<file path="config.mk">
export PLATFORM = sky130hd
export DESIGN_NAME = phase_cycle_sequencer
export DESIGN_NICKNAME = d
export VERILOG_FILES = /design/src/rtl/phase_cycle_sequencer_pkg.sv /design/src/rtl/phase_table_ram.sv /design/src/rtl/phase_cycle_sequencer.sv
export SDC_FILE = /design/constraint.sdc
export NUM_CORES = 1
export LEC_CHECK = 0
export CORE_ASPECT_RATIO = 2
export CORE_MARGIN = 2
export CORE_UTILIZATION = 25
export CTS_BUF_LIST = sky130_fd_sc_hd__clkbuf_16
export DETAILED_ROUTE_END_ITERATION = 7
export GPL_TIMING_DRIVEN = 0
export PLACE_DENSITY = 0.42
export SKIP_CTS_REPAIR_TIMING = 1
export SLEW_MARGIN = 25
export SYNTH_ARGS = -nofsm -noshare
export SYNTH_HDL_FRONTEND = slang
export SYNTH_HIERARCHICAL = 1
export SYNTH_SLANG_ARGS = --single-unit
</file>
<file path="constraint.sdc">
create_clock -name clk -period 8.4 [get_ports clk]
set_input_delay 0.84 -clock clk [delete_from_list [all_inputs] [get_ports clk]]
set_output_delay 0.84 -clock clk [all_outputs]
set_load 0.02 [all_outputs]
</file>
<file path="src/rtl/phase_cycle_sequencer_pkg.sv">
// phase_cycle_sequencer_pkg: shared widths, phase codes and FSM states for the phase sequencer
package phase_cycle_sequencer_pkg;
  localparam int DEF_PHASE_W = 2;
  localparam int DEF_ADDR_W = 4;
  localparam int DEF_SCAN_W = 16;
  localparam logic [1:0] PHASE_0 = 2'd0;
  localparam logic [1:0] PHASE_90 = 2'd1;
  localparam logic [1:0] PHASE_180 = 2'd2;
  localparam logic [1:0] PHASE_270 = 2'd3;
  typedef enum logic [1:0] {IDLE, LOAD, ACTIVE, FIN} state_t;
endpackage

</file>
<file path="src/rtl/phase_table_ram.sv">
// phase_table_ram: phase-cycling table with sync write, registered read and async clear
module phase_table_ram #(
  parameter int AW = 4,
  parameter int DW = 4
) (
  input  logic          clk,
  input  logic          rst_n,
  input  logic          we,
  input  logic [AW-1:0] waddr,
  input  logic [DW-1:0] wdata,
  input  logic          re,
  input  logic [AW-1:0] raddr,
  output logic [DW-1:0] rdata
);
  logic [DW-1:0] mem [2**AW];
  always_ff @(posedge clk or negedge rst_n)
    if (!rst_n) begin
      for (int i = 0; i < 2**AW; i++) mem[i] <= '0;
      rdata <= '0;
    end else begin
      if (we) mem[waddr] <= wdata;
      if (re) rdata <= mem[raddr];
    end
endmodule

</file>
<file path="src/rtl/phase_cycle_sequencer.sv">
// phase_cycle_sequencer: steps a phase-cycling table once per scan and drives TX/RX phases
module phase_cycle_sequencer
  import phase_cycle_sequencer_pkg::*;
#(
  parameter int PHASE_W = DEF_PHASE_W,
  parameter int ADDR_W = DEF_ADDR_W,
  parameter int SCAN_W = DEF_SCAN_W
) (
  input  logic                 clk,
  input  logic                 rst_n,
  input  logic                 tbl_we,
  input  logic [ADDR_W-1:0]    tbl_addr,
  input  logic [2*PHASE_W-1:0] tbl_data,
  input  logic [ADDR_W:0]      n_steps,
  input  logic [SCAN_W-1:0]    n_scans,
  input  logic                 start,
  input  logic                 abort,
  input  logic                 scan_done,
  output logic [PHASE_W-1:0]   TX_phase,
  output logic [PHASE_W-1:0]   RX_phase,
  output logic                 phases_valid,
  output logic [ADDR_W-1:0]    step_idx,
  output logic [SCAN_W-1:0]    scan_cnt,
  output logic                 busy,
  output logic                 done,
  output logic                 seq_err
);
  localparam logic [ADDR_W:0] DEPTH = (ADDR_W+1)'(2**ADDR_W);
  localparam logic [ADDR_W:0] ONE = (ADDR_W+1)'(1);
  state_t state;
  logic [ADDR_W:0] steps_q, steps_clamp, step_nxt;
  logic [SCAN_W-1:0] scans_q, cnt_nxt;
  logic [2*PHASE_W-1:0] rdata;
  assign steps_clamp = (n_steps == '0) ? ONE : (n_steps > DEPTH) ? DEPTH : n_steps;
  assign step_nxt = {1'b0, step_idx} + 1'b1;
  assign cnt_nxt = scan_cnt + 1'b1;
  assign TX_phase = rdata[PHASE_W-1:0];
  assign RX_phase = rdata[2*PHASE_W-1:PHASE_W];
  phase_table_ram #(.AW(ADDR_W), .DW(2*PHASE_W)) u_tbl (
    .clk(clk),
    .rst_n(rst_n),
    .we(tbl_we & ~busy),
    .waddr(tbl_addr),
    .wdata(tbl_data),
    .re(state == LOAD),
    .raddr(step_idx),
    .rdata(rdata)
  );
  always_ff @(posedge clk or negedge rst_n)
    if (!rst_n) begin
      state <= IDLE;
      steps_q <= '0;
      scans_q <= '0;
      step_idx <= '0;
      scan_cnt <= '0;
      phases_valid <= 1'b0;
      busy <= 1'b0;
      done <= 1'b0;
      seq_err <= 1'b0;
    end else begin
      done <= 1'b0;
      if (abort) begin
        state <= IDLE;
        phases_valid <= 1'b0;
        busy <= 1'b0;
      end else case (state)
        IDLE: if (start) begin
          steps_q <= steps_clamp;
          scans_q <= n_scans;
          step_idx <= '0;
          scan_cnt <= '0;
          seq_err <= 1'b0;
          busy <= 1'b1;
          state <= (n_scans == '0) ? FIN : LOAD;
        end
        LOAD: begin
          phases_valid <= 1'b1;
          state <= ACTIVE;
          if (scan_done) seq_err <= 1'b1;
        end
        ACTIVE: if (scan_done) begin
          scan_cnt <= cnt_nxt;
          phases_valid <= 1'b0;
          state <= (cnt_nxt == scans_q) ? FIN : LOAD;
          if (cnt_nxt != scans_q) step_idx <= (step_nxt == steps_q) ? '0 : step_nxt[ADDR_W-1:0];
        end
        FIN: begin
          done <= 1'b1;
          busy <= 1'b0;
          state <= IDLE;
          if (scan_done) seq_err <= 1'b1;
        end
      endcase
    end
endmodule
</file>
==> impl_metrics.json <==
{
  "outcome": "finished clean",
  "slew_viol_final": 0,
  "slew_headroom": 0.3784,
  "synth_top_area_share": 0.4782,
  "ys_ff_latch": 115,
  "ant_nets": 0,
  "min_path_type": "in -> async",
  "grt_max_degree": 88,
  "power.total_uw": 1787,
  "synth-seq-area-share": 0.4782,
  "routed_wl_um": 18770,
  "p_per_area_nw_per_um2": 234.2,
  "grt_pass1_vias": 4853,
  "syn_area_per_cell_sq_um": 11.23,
  "drive_gt1_frac": 0.1847,
  "overflow": 0,
  "grt_pass1_wl_um": 28720,
  "clock_tree.root_cell": "clkbuf_16",
  "ys_types": 58,
  "clock_path_buffers": 2,
  "clkLatencyLatePin_ns": 0.42,
  "setup.worst_path.start_class": "flop",
  "die_h_um": 223.4,
  "nNetsFinal": 652,
  "wirelength_met1_um": 6617,
  "drc": 0,
  "num-fill-cells": 2445,
  "cp-end-kind": "flop",
  "synth_flop_cell": "dfrtp_1",
  "crit_arrival_ns": 3.41,
  "crit_path_max_fanout": 9,
  "vias": 4490,
  "grt_usage": 0.1547,
  "clkTransAtPathRegs_ns": 0.05,
  "p_leak_uw": 0.003163,
  "slowest_stage": "dfrtp_1",
  "wl_met3_um": 527,
  "top_layer": "met4",
  "slowest_delay_ns": 0.50,
  "dr_wl_met2_um": 11140,
  "async_reset_ff_frac": 1.000,
  "critPathKind": "reg -> reg",
  "antenna_cells": 0,
  "wire_per_inst_um": 20.52,
  "fmax_mhz": 321.7,
  "port_buffers": 58,
  "cts_made_buffers": 17,
  "synth_top_area_cell": "dfrtp_1",
  "dp_hpwl_um": 14360,
  "yosys-top-cells-area": "dfrtp_1 (48%), mux2_2 (10%), nand2_1 (5.7%), mux4_1 (4.8%), mux2i_1 (2.5%)",
  "start_util": 0.2537,
  "cts_tree": "built",
  "stdcell_count": 915,
  "htreeDepth": 4,
  "ios": 63,
  "worstMarginPinSlew_ns": 0.9194,
  "core-area_sq_um": 23720,
  "finalSetupViolations": 0,
  "synthesis.nets": 573,
  "area_delta_synth_final_pct": 26.78,
  "cts.sink_count": 115,
  "cp_data_required_time_ns": 8.70,
  "synthCells": 536,
  "dieArea_sq_um": 25410,
  "rsz0062_at_grt": "false",
  "fin_skew_ns": 0.008798,
  "finalCritPeriodShare": 0.3700,
  "gp_congestion": 0.8254,
  "drt_first_pass_iters": 4,
  "yosys_warnings": 6,
  "synth_area_sq_um": 6018,
  "die_w_um": 113.7,
  "antenna_found_initial": 0,
  "core.rowCount": 80,
  "tns_ns": 0,
  "crit_path_cell_trace": "ha_1 -> buf_2 -> nand4_1 -> nor4_2 -> xnor2_1 -> or4_1 -> a2111o_1 -> and2_4 -> a32o_1",
  "vias_per_cell": 4.907,
  "ir_worst_vdd_v": 0.0001685,
  "synth_enable_flop_cells": 0,
  "final-hold-violation-count": 0,
  "fin_crit_ns": 3.108,
  "drtIter0Drc": 232,
  "drv_cap": 0,
  "dp.cells": 883
}
==> metrics by stage <==
step                hold slack (ns)  utilization  instance area (sq um)  setup slack, ns
floorplan                    0.4488            -                   6018            5.507
global placement             0.4601       0.2933                   6958            1.743
detailed placement           0.4713       0.2954                   7007            5.232
CTS                          0.2670       0.3216                   7630            5.263
global route                 0.2724       0.3216                   7630            5.097
finish                       0.2770       0.3216                   7630            5.292
==> layer usage <==
layer,global-route usage,vias up
met3,0.02608,22
met4,0.06648,0
met2,0.3145,110
met1,0.1457,2246
met5,0,-
li1,-,2112
==> state kept, by name (all words and copies together) (netlist names) <==
name          count
step_idx          4
scan_cnt         16
busy              1
scans_q          16
u_tbl/mem        64
u_tbl/rdata       4
seq_err           1
state             2
steps_q           5
done              1
phases_valid      1
==> critical path: cells and delay by family, from the launching register on <==
family / cells / cell delay, ns
DFF: 1 / 0.50
adders and majority gates: 1 / 0.19
AOI/OAI and AO/OA: 2 / 0.71
xor gates and xnor gates: 1 / 0.12
and+or+nand+nor: 4 / 1.26
buffers and inverters: 1 / 0.21
==> final cells by class <==
class	instances	area, sq um	area share
multi-input cells	383	2947	0.3862
plain buffers	28	161.4	0.02115
inverters	10	37.54	0.004920
flip-flops and latches	115	2878	0.3772
clock inverters	15	197.7	0.02591
well taps	287	359.1	0.04706
repair buffers	60	624.3	0.08183
clock buffers	17	425.4	0.05576
==> synthesized netlist by cell type, types with 4 or more instances <==
| library cell | count |
|---|---|
| buf_4 | 4 |
| nor3_1 | 6 |
| nand2_1 | 91 |
| or3_1 | 4 |
| mux4_2 | 5 |
| mux2i_1 | 15 |
| inv_1 | 10 |
| o31ai_1 | 5 |
| nor2_1 | 28 |
| nor4_1 | 7 |
| nand2b_1 | 8 |
| clkbuf_1 | 14 |
| nand3b_1 | 7 |
| nand3_1 | 18 |
| o21ai_0 | 26 |
| buf_2 | 5 |
| mux4_1 | 11 |
| a21oi_1 | 6 |
| xor2_1 | 7 |
| nand4_1 | 9 |
| xnor2_1 | 14 |
| mux2_1 | 13 |
| dfrtp_1 | 115 |
| mux2_2 | 56 |
==> worst paths after layout <==
check / slack [ns] / from / cells after the start / end
setup reg to reg: 5.29 / scan_cnt[0] / 9 / step_idx[3]
setup / recovery: 5.29 / scan_cnt[0] / 9 / step_idx[3]
min in group clk: 0.48 / u_tbl/mem[8] / 1 / u_tbl/mem[8]
hold reg to reg: 0.48 / u_tbl/mem[8] / 1 / u_tbl/mem[8]
max in group asynchronous: 7.40 / rst_n / 2 / steps_q[0]
hold / removal: 0.28 / rst_n / 1 / scan_cnt[5]
==> logic make-up (layout without fill, tap and decap cells) <==
logic type	count (synthesis)	count (layout)	synth area share
mux	100	100	0.2208
buf+inv	38	130	0.03305
flops	115	115	0.4782
xor+xnor	21	21	0.03056
compound gates	61	61	0.06591
simple gates	199	199	0.1674
fa+ha+maj	2	2	0.004157
==> report_power, final <==
group          switching, uW  internal (uW)  total (uW)
Clock                    257            518         776
Sequential              60.8            660         721
Combinational            134            156         290
==> cells in the final DEF (no fill, tap or decap), drive strengths merged, types with 6 or more instances in the layout <==
cell | synthesis | routed
buf | 13 | 16
nand4 | 10 | 10
clkdlybuf4s50 | 0 | 57
mux2i | 15 | 15
nand2 | 91 | 91
nand3b | 7 | 7
clkbuf | 15 | 32
clkinv | 0 | 6
mux2 | 69 | 69
xor2 | 7 | 7
nor4 | 11 | 11
nand2b | 8 | 8
mux4 | 16 | 16
inv | 10 | 13
nand3 | 18 | 18
nor2 | 28 | 28
a21oi | 6 | 6
xnor2 | 14 | 14
o21ai | 27 | 27
nor3 | 8 | 8
dfrtp | 115 | 115
Note: power is estimated with default switching activity, not from simulation.
